**src/rtl/axil_pkg.sv**
```systemverilog
// Shared constants for the AXI4-Lite LED register block: response codes,
// register word offsets and the write/read channel state encodings.
package axil_pkg;

    localparam logic [1:0] RESP_OKAY   = 2'b00;
    localparam logic [1:0] RESP_SLVERR = 2'b10;

    // Word offsets, i.e. ADDR[3:2]
    localparam logic [1:0] REG_LED     = 2'd0;
    localparam logic [1:0] REG_WRCOUNT = 2'd1;
    localparam logic [1:0] REG_SCRATCH = 2'd2;
    localparam logic [1:0] REG_ID      = 2'd3;

    typedef enum logic {
        W_IDLE = 1'b0,
        W_RESP = 1'b1
    } wstate_t;

    typedef enum logic {
        R_IDLE = 1'b0,
        R_DATA = 1'b1
    } rstate_t;

    // Only LED and SCRATCH accept writes; the other offsets answer SLVERR.
    function automatic logic reg_writable(input logic [1:0] off);
        return (off == REG_LED) || (off == REG_SCRATCH);
    endfunction

endpackage

```
**src/rtl/axil_byte_merge.sv**
```systemverilog
// Byte-strobe merge: each bit takes the new value when the strobe of its
// byte lane is set, otherwise keeps the old value. Works for widths that
// are not a multiple of 8 (a partial top lane uses its own strobe bit).
module axil_byte_merge #(
    parameter int WIDTH      = 32,
    parameter int STRB_WIDTH = (WIDTH + 7) / 8
) (
    input  logic [WIDTH-1:0]      old_word,
    input  logic [WIDTH-1:0]      new_word,
    input  logic [STRB_WIDTH-1:0] strb,
    output logic [WIDTH-1:0]      merged
);

    // Per-bit select driven by the strobe of the owning byte lane
    always_comb begin
        merged = old_word;
        for (int i = 0; i < WIDTH; i++) begin
            if (strb[i / 8]) begin
                merged[i] = new_word[i];
            end
        end
    end

endmodule

```
**src/rtl/axil_led_regs.sv**
```systemverilog
// AXI4-Lite slave holding the LED pattern, a write counter, a scratch word
// and a read-only ID. Write and read channels run independent FSMs.
//
// state  | meaning
// W_IDLE | collecting AW and W beats (either order); commits when both are in
// W_RESP | BVALID held with BRESP until BREADY
// R_IDLE | ARREADY high, waiting for a read address
// R_DATA | RVALID held with RDATA/RRESP until RREADY
module axil_led_regs
    import axil_pkg::*;
#(
    parameter int          ADDR_WIDTH = 32,
    parameter int          DATA_WIDTH = 32,
    parameter int          LED_WIDTH  = 4,
    parameter logic [31:0] BLOCK_ID   = 32'h1ED0_0001
) (
    input  logic                  clk,
    input  logic                  reset,
    input  logic [ADDR_WIDTH-1:0] S_AXI_AWADDR,
    input  logic                  S_AXI_AWVALID,
    input  logic [2:0]            S_AXI_AWPROT,
    output logic                  S_AXI_AWREADY,
    input  logic [DATA_WIDTH-1:0] S_AXI_WDATA,
    input  logic                  S_AXI_WVALID,
    input  logic [3:0]            S_AXI_WSTRB,
    output logic                  S_AXI_WREADY,
    output logic [1:0]            S_AXI_BRESP,
    output logic                  S_AXI_BVALID,
    input  logic                  S_AXI_BREADY,
    input  logic [ADDR_WIDTH-1:0] S_AXI_ARADDR,
    input  logic                  S_AXI_ARVALID,
    input  logic [2:0]            S_AXI_ARPROT,
    output logic                  S_AXI_ARREADY,
    output logic [DATA_WIDTH-1:0] S_AXI_RDATA,
    output logic                  S_AXI_RVALID,
    output logic [1:0]            S_AXI_RRESP,
    input  logic                  S_AXI_RREADY,
    output logic [LED_WIDTH-1:0]  leds
);

    localparam int LED_STRB = (LED_WIDTH + 7) / 8;

    wstate_t               wstate;
    rstate_t               rstate;

    logic                  aw_done;
    logic                  w_done;
    logic [1:0]            aw_off_q;
    logic [DATA_WIDTH-1:0] w_data_q;
    logic [3:0]            w_strb_q;

    logic [LED_WIDTH-1:0]  led_q;
    logic [31:0]           wr_count;
    logic [DATA_WIDTH-1:0] scratch_q;

    logic                  aw_hs;
    logic                  w_hs;
    logic                  commit;
    logic [1:0]            wr_off;
    logic [DATA_WIDTH-1:0] wr_data;
    logic [3:0]            wr_strb;
    logic [LED_WIDTH-1:0]  led_merged;
    logic [DATA_WIDTH-1:0] scratch_merged;
    logic [DATA_WIDTH-1:0] rd_word;

    // Protection bits and undecoded address bits carry no meaning here
    logic unused_inputs;
    assign unused_inputs = ^{S_AXI_AWPROT, S_AXI_ARPROT,
                             S_AXI_AWADDR[ADDR_WIDTH-1:4], S_AXI_AWADDR[1:0],
                             S_AXI_ARADDR[ADDR_WIDTH-1:4], S_AXI_ARADDR[1:0]};

    // A beat handshaking this very cycle counts as present, so the commit
    // lands on the same edge as the later of the two handshakes and BVALID
    // appears one cycle after it.
    assign aw_hs   = S_AXI_AWVALID & S_AXI_AWREADY;
    assign w_hs    = S_AXI_WVALID & S_AXI_WREADY;
    assign commit  = (wstate == W_IDLE) & (aw_done | aw_hs) & (w_done | w_hs);
    assign wr_off  = aw_done ? aw_off_q : S_AXI_AWADDR[3:2];
    assign wr_data = w_done ? w_data_q : S_AXI_WDATA;
    assign wr_strb = w_done ? w_strb_q : S_AXI_WSTRB;

    axil_byte_merge #(.WIDTH(LED_WIDTH)) u_led_merge (
        .old_word (led_q),
        .new_word (wr_data[LED_WIDTH-1:0]),
        .strb     (wr_strb[LED_STRB-1:0]),
        .merged   (led_merged)
    );

    axil_byte_merge #(.WIDTH(DATA_WIDTH)) u_scratch_merge (
        .old_word (scratch_q),
        .new_word (wr_data),
        .strb     (wr_strb),
        .merged   (scratch_merged)
    );

    // Write channel FSM: latch AW/W independently, then respond
    always_ff @(posedge clk or posedge reset) begin
        if (reset) begin
            wstate        <= W_IDLE;
            S_AXI_AWREADY <= 1'b1;
            S_AXI_WREADY  <= 1'b1;
            S_AXI_BVALID  <= 1'b0;
            S_AXI_BRESP   <= RESP_OKAY;
            aw_done       <= 1'b0;
            w_done        <= 1'b0;
            aw_off_q      <= 2'd0;
            w_data_q      <= '0;
            w_strb_q      <= 4'd0;
        end else begin
            case (wstate)
                W_IDLE: begin
                    if (aw_hs) begin
                        aw_off_q      <= S_AXI_AWADDR[3:2];
                        aw_done       <= 1'b1;
                        S_AXI_AWREADY <= 1'b0;
                    end
                    if (w_hs) begin
                        w_data_q     <= S_AXI_WDATA;
                        w_strb_q     <= S_AXI_WSTRB;
                        w_done       <= 1'b1;
                        S_AXI_WREADY <= 1'b0;
                    end
                    if (commit) begin
                        S_AXI_BVALID  <= 1'b1;
                        S_AXI_BRESP   <= reg_writable(wr_off) ? RESP_OKAY : RESP_SLVERR;
                        S_AXI_AWREADY <= 1'b0;
                        S_AXI_WREADY  <= 1'b0;
                        aw_done       <= 1'b0;
                        w_done        <= 1'b0;
                        wstate        <= W_RESP;
                    end
                end
                W_RESP: begin
                    if (S_AXI_BREADY) begin
                        S_AXI_BVALID  <= 1'b0;
                        S_AXI_AWREADY <= 1'b1;
                        S_AXI_WREADY  <= 1'b1;
                        wstate        <= W_IDLE;
                    end
                end
                default: wstate <= W_IDLE;
            endcase
        end
    end

    // Register file update on write commit; WRCOUNT counts every OKAY LED write
    always_ff @(posedge clk or posedge reset) begin
        if (reset) begin
            led_q     <= '0;
            wr_count  <= 32'd0;
            scratch_q <= '0;
        end else if (commit) begin
            case (wr_off)
                REG_LED: begin
                    led_q    <= led_merged;
                    wr_count <= wr_count + 32'd1;
                end
                REG_SCRATCH: scratch_q <= scratch_merged;
                default: ;
            endcase
        end
    end

    assign leds = led_q;

    // Read mux over current register contents (pre-write on a commit cycle)
    always_comb begin
        rd_word = '0;
        case (S_AXI_ARADDR[3:2])
            REG_LED:     rd_word[LED_WIDTH-1:0] = led_q;
            REG_WRCOUNT: rd_word = wr_count;
            REG_SCRATCH: rd_word = scratch_q;
            REG_ID:      rd_word = BLOCK_ID;
            default:     rd_word = '0;
        endcase
    end

    // Read channel FSM: capture data on AR handshake, hold until RREADY
    always_ff @(posedge clk or posedge reset) begin
        if (reset) begin
            rstate        <= R_IDLE;
            S_AXI_ARREADY <= 1'b1;
            S_AXI_RVALID  <= 1'b0;
            S_AXI_RRESP   <= RESP_OKAY;
            S_AXI_RDATA   <= '0;
        end else begin
            case (rstate)
                R_IDLE: begin
                    if (S_AXI_ARVALID) begin
                        S_AXI_RDATA   <= rd_word;
                        S_AXI_RRESP   <= RESP_OKAY;
                        S_AXI_RVALID  <= 1'b1;
                        S_AXI_ARREADY <= 1'b0;
                        rstate        <= R_DATA;
                    end
                end
                R_DATA: begin
                    if (S_AXI_RREADY) begin
                        S_AXI_RVALID  <= 1'b0;
                        S_AXI_ARREADY <= 1'b1;
                        rstate        <= R_IDLE;
                    end
                end
                default: rstate <= R_IDLE;
            endcase
        end
    end

endmodule

```
**config.mk**
```make
export PLATFORM = sky130hd
export DESIGN_NAME = axil_led_regs
export DESIGN_NICKNAME = d
export VERILOG_FILES = /design/src/rtl/axil_pkg.sv /design/src/rtl/axil_byte_merge.sv /design/src/rtl/axil_led_regs.sv
export SDC_FILE = /design/constraint.sdc
export NUM_CORES = 1
export LEC_CHECK = 0
export CAP_MARGIN = 5
export CELL_PAD_IN_SITES_DETAIL_PLACEMENT = 1
export CELL_PAD_IN_SITES_GLOBAL_PLACEMENT = 2
export CORE_ASPECT_RATIO = 1.1
export CORE_UTILIZATION = 35
export DETAILED_ROUTE_END_ITERATION = 7
export PLACE_DENSITY = 0.95
export SLEW_MARGIN = 20
export SYNTH_ARGS = -nofsm -noshare
export SYNTH_HDL_FRONTEND = slang
export SYNTH_HIERARCHICAL = 1
export SYNTH_SLANG_ARGS = --single-unit
```
**constraint.sdc**
```tcl
create_clock -name clk -period 7.4 [get_ports clk]
set_input_delay 1.11 -clock clk [delete_from_list [all_inputs] [get_ports clk]]
set_output_delay 1.11 -clock clk [all_outputs]
set_load 0.02 [all_outputs]
```
---- After elaboration in Yosys (flattened, before gate mapping) ----
Cells that the tools add are included.
word-level totals
  register bits after elaboration ......... 149
  bits of input ports ..................... 113
  output and inout port bits .............. 45
cells by class
  $add $sub $neg .......................... 1
  equality and inequality tests ........... 10
  multiplexer cells ....................... 32
  bitwise operators ....................... 8
  reductions and logical operators ........ 21
operator list
  operator                                                         count
  28-bit case mux with 3 select lines                              1
  32-bit by 1-bit adder with 32-bit output, second input constant  1
  32-bit 2-to-1 mux                                                1
  2-bit AND reduction                                              11
  1-bit 2-to-1 mux                                                 19
  4-bit case mux with 4 select lines                               1
  3-bit AND reduction                                              5
  1-bit case mux with 2 select lines                               7
  2-bit != test, second input constant                             4
  2-bit == test, second input constant                             3
  3-bit != test, second input constant                             2
  1-bit bitwise AND                                                4
  2-bit logical NOT                                                2
  2-bit 2-to-1 mux                                                 2
  4-bit 2-to-1 mux                                                 1
  2-bit nonzero test                                               2
  2-bit by 1-bit == test with 1-bit output, second input constant  1
  1-bit NOT                                                        2
  1-bit OR                                                         2
  1-bit logical OR                                                 1

---- Depth between registers and ports, before layout ----
  word-level depth ........................ 6
  gate-level depth with buffers ........... 7
  gate-level depth less buffers ........... 6

---- By module ----
Netlist, hierarchy kept.
modules (own cells, without submodules)
  module                              times used  cells each  area an instance (um^2)
  axil_led_regs                       1           608         6591.3
  axil_byte_merge at u_scratch_merge  1           36          525.5
  axil_byte_merge at u_led_merge      1           4           45.0

---- Least setup slack after synthesis ----
Ideal clock, no wire load.
  path kind ............................... input -> register
  from .................................... in S_AXI_WVALID
  to ...................................... reg scratch_q[20]
  setup time .............................. 0.125 ns
  arrival time ............................ 2.539 ns
  data required time ...................... 7.275 ns
  path slack .............................. 4.736 ns
  stages .................................. 6
  path buffers ............................ 2
  cells stage by stage .................... a21oi_1 -> or3_1 -> buf_2 -> nor2_2 -> buf_2 -> mux2_2
between the ends
  longest elaborated chain between the ends .. 4
RTL lines
  element                               line                  RTL
  from (decl)                           axil_led_regs.sv:24   input logic S_AXI_WVALID,
  1-bit bitwise AND                     axil_led_regs.sv:76   assign w_hs = S_AXI_WVALID & S_AXI_WREADY;
  1-bit OR                              axil_led_regs.sv:77   assign commit = (wstate == W_IDLE) & (aw_done | aw_hs) & (w_done | w_hs);
  1-bit bitwise AND                     axil_led_regs.sv:77
  3-bit AND reduction (no source line)  n/a
  to (signal assigned)                  axil_led_regs.sv:158  REG_SCRATCH: scratch_q <= scratch_merged;
  to (decl)                             axil_led_regs.sv:54   logic [DATA_WIDTH-1:0] scratch_q;
No other way between the ends.
A chain may end at the register's enable or synchronous reset.

---- Final worst setup path ----
  from .................................... in S_AXI_WVALID
  to ...................................... reg scratch_q[14]
The elaborated chain is that of the path after synthesis.

==> qor.csv <==
metric,value,unit
status,"complete, but fails checks",
violated checks,DRC,
I/O pins,158,
distinct cell type count after synthesis,42,
minimum clock period,3190,ps
Chip Height,152,um
Hold Crit Start,w_data_q[4],
vias in the first global route,5592,
Worst-Skew Late Latency,430,ps
CTS Buffer Depth,2,
sequential share of power,37.4,%
# clock sinks,148,
core area,19900,sq um
setup violators final,0,
yosys warns,6,
Hold Fails Final Rpt,0,
Nets,840,
WP data arrival,3500,ps
cell count after synthesis,648,
Pwr Density,355,nW/um^2
Buf/Inv on CP,2,
Peak VDD IR,0.205,mV
Worst EP required,7710,ps
Setup crit end kind,flop,
Tot GR Track Use,18.2,%
post-DP HPWL,11500,um
Synth area leader,dfrtp_1,
Vias,4999,
DRT Wirelength,17800,um
# port buffers,88,
Sw Pwr,979,uW
largest net degree at the start of global routing,107,
"Non-Filler Cell Area, Final",8910,sq um
worst r2r dst,scratch_q[14],
CTS Hold Bufs,0,
CTS tree,done,
post-cts sizing count,0,
Worst Tran Pin Value,963,ps
Die W,138,um
via/cell ratio,5.04,
"Seq/Total Area, Yosys",51.8,%
period utilisation layout,43.1,%
"Avg Cell Area, Syn",11.1,sq um
initial DRC count,213,
Slew Limit Headroom,35.8,%
crit path kind,in -> reg,
Fillers,2145,
clock transition at the registers of the reported paths,60,ps
Max Cap Viol,0,
RSZ-0062 raised after global routing,false,
static leakage,0.00404,uW
post-detailed-route count of antenna-violating nets,0,
Crit-path slowest cell,or3_1,
num rows,54,
antenna violations before repair,1,
DR pass1 iterations,6,
Initial Util,35.9,%
first-pass GRT wire length,30100,um
critical path's largest stage delay,670,ps
Int Pwr,2190,uW
combinational power share,32.2,%
Fmax achieved,314,MHz
"Remaining Overflow, GRT",0,
Die ar.,21000,sq um
Mapped Area,7160,sq um
Placed Area,8240,sq um
Synth area leaders,"dfrtp_1 (51%), mux2_2 (12%), nand2_1 (8.2%)",
CP Cell Sequence,"clkdlybuf4s50_1, a21oi_1, or3_1, nor2_2, buf_4, mux2_2",
"Slew Viols, Final",0,
Area Growth Syn to Fin,24.4,%
share of cells above drive strength 1,22.3,%
Hold Path Sink,w_data_q[4],
Min-Delay Path Class,reg -> reg,
area share of the leading cell type in the synthesized netlist,50.7,%
critical path launch point type,primary input,
clock buffer count from CTS,17,
Worst Path Max Fanout,32,
"FF+latch count, synth",148,
DRC Markers,20,
Final Skew,8.82,ps
CTS HTree Levels,4,
RePlAce Congestion,0.742,
r2r startpoint,S_AXI_WREADY,
hold-critical path depth,2,
R2R cell count,5,
CP top delay family,buffers and inverters,
CTS Root Cell,clkbuf_16,
post-CTS setup buffers,0,
"reg-to-reg slack, setup",4850,ps
sw frac,30.9,%
Final TNS setup,0,ps
wire per inst,17.9,um
Clk pwr share,30.5,%
-- synthesized netlist by cell type, drive strengths merged --
cell type and number:
mux2i 4, nand4 11, ha 1, buf 12, o21a 1, o21ai 31, nor4 2, a2111oi 1
or3b 1, nor4b 2, nor2b 2, nor3 4, dfrtp 145, and3 4, nand3 14, or4 1
o31ai 7, clkbuf 26, conb 1, a22oi 21, and2 1, nand2b 1, xnor2 27, a32oi 1
nor2 19, a21oi 15, and4 1, mux2 112, nand2 158, xor2 4, dfstp 3, or3 2
o22ai 2, inv 11
-- flip-flops by register name (all words and copies together), names as in the netlist --
name and flops:
wr_count 32, S_AXI_WREADY 1, S_AXI_AWREADY 1, S_AXI_BVALID 1
S_AXI_RVALID 1, aw_done 1, S_AXI_BRESP 1, leds 4
aw_off_q 2, wstate 1, scratch_q 32, S_AXI_RDATA 32
w_strb_q 4, rstate 1, w_data_q 32, w_done 1
S_AXI_ARREADY 1
-- area by class of cell --
cell class / count / area, sq um / area share [%]
diodes: 1 / 2.50 / 0.0281
clock buffers: 20 / 457 / 5.12
clock inverters: 12 / 200 / 2.25
inverters: 11 / 46.3 / 0.520
multi-input cells: 453 / 3250 / 36.5
flip-flops and latches: 148 / 3710 / 41.6
well taps: 252 / 315 / 3.54
repair buffers: 95 / 933 / 10.5
-- power groups by stage --
stage / Combinational (uW) / Clock (uW) / Sequential, uW
after floorplan: 727 / 0 / 1200
after global placement: 985 / 0 / 1180
after detailed placement: 1020 / 0 / 1200
after CTS: 1030 / 982 / 1180
after global routing: 1110 / 1010 / 1220
final: 1020 / 965 / 1180
-- layer usage --
layer	wire (um)	vias to the layer above	GRT usage, %
met2	8660	76	30.7
met4	180	0	4.55
met1	8250	2535	23.2
li1	-	2372	-
met5	0	-	0
met3	662	16	4.41
-- cells by family (layout without fill, tap and decap cells) --
| logic type | Yosys count | after routing | share of synthesized area [%] |
|---|---|---|---|
| DFF | 148 | 148 | 51.8 |
| and+or+nand+nor | 223 | 223 | 14.2 |
| buffers and inverters | 49 | 138 | 3.21 |
| muxes | 116 | 116 | 19.8 |
| xor gates and xnor gates | 31 | 31 | 3.79 |
| other | 1 | 4 | 0.0524 |
| adders and majority gates | 1 | 1 | 0.175 |
| AOI/OAI and AO/OA | 79 | 79 | 6.94 |
-- worst max path at each step --
stage / from / to / depth (start not counted)
final: S_AXI_WVALID / scratch_q[14] / 6
after global routing: S_AXI_WVALID / wr_count[31] / 6
after CTS: S_AXI_ARADDR[2] / S_AXI_RDATA[31] / 4
after detailed placement: S_AXI_ARADDR[2] / S_AXI_RDATA[31] / 4
after global placement: S_AXI_ARADDR[2] / S_AXI_RDATA[31] / 4
after floorplan: reset / S_AXI_BRESP[1] / 1
-- placed cells by master, fill, tap and decap left out, types with 10 or more instances in the layout --
| cell type | instances |
|---|---|
| o21ai_0 | 31 |
| nand2_1 | 156 |
| mux2_4 | 32 |
| a21oi_1 | 15 |
| nor2_1 | 18 |
| a22oi_1 | 21 |
| nand3_1 | 14 |
| inv_1 | 10 |
| nand4_1 | 10 |
| clkdlybuf4s50_1 | 88 |
| clkbuf_16 | 17 |
| mux2_2 | 78 |
| xnor2_1 | 27 |
| dfrtp_1 | 145 |
-- stage by stage --
stage	power, uW	hold WS (ps)	std cells	setup WS [ps]	utilization (%)
2_1_floorplan	1930	438	650	2320	-
3_3_place_gp	2160	451	959	3760	41.3
3_5_place_dp	2210	460	959	3720	41.3
4_1_cts	3200	477	991	4140	44.6
5_1_grt	3340	496	991	4110	44.7
6_report	3170	470	992	4210	44.7
-- tightest hold or removal path, delay by kind of cell, from the launching register on --
family           cells  cell delay (ps)
flip-flops           1              330
AND/OR/NAND/NOR      2              100
Note: power is estimated with default switching activity, not from simulation.
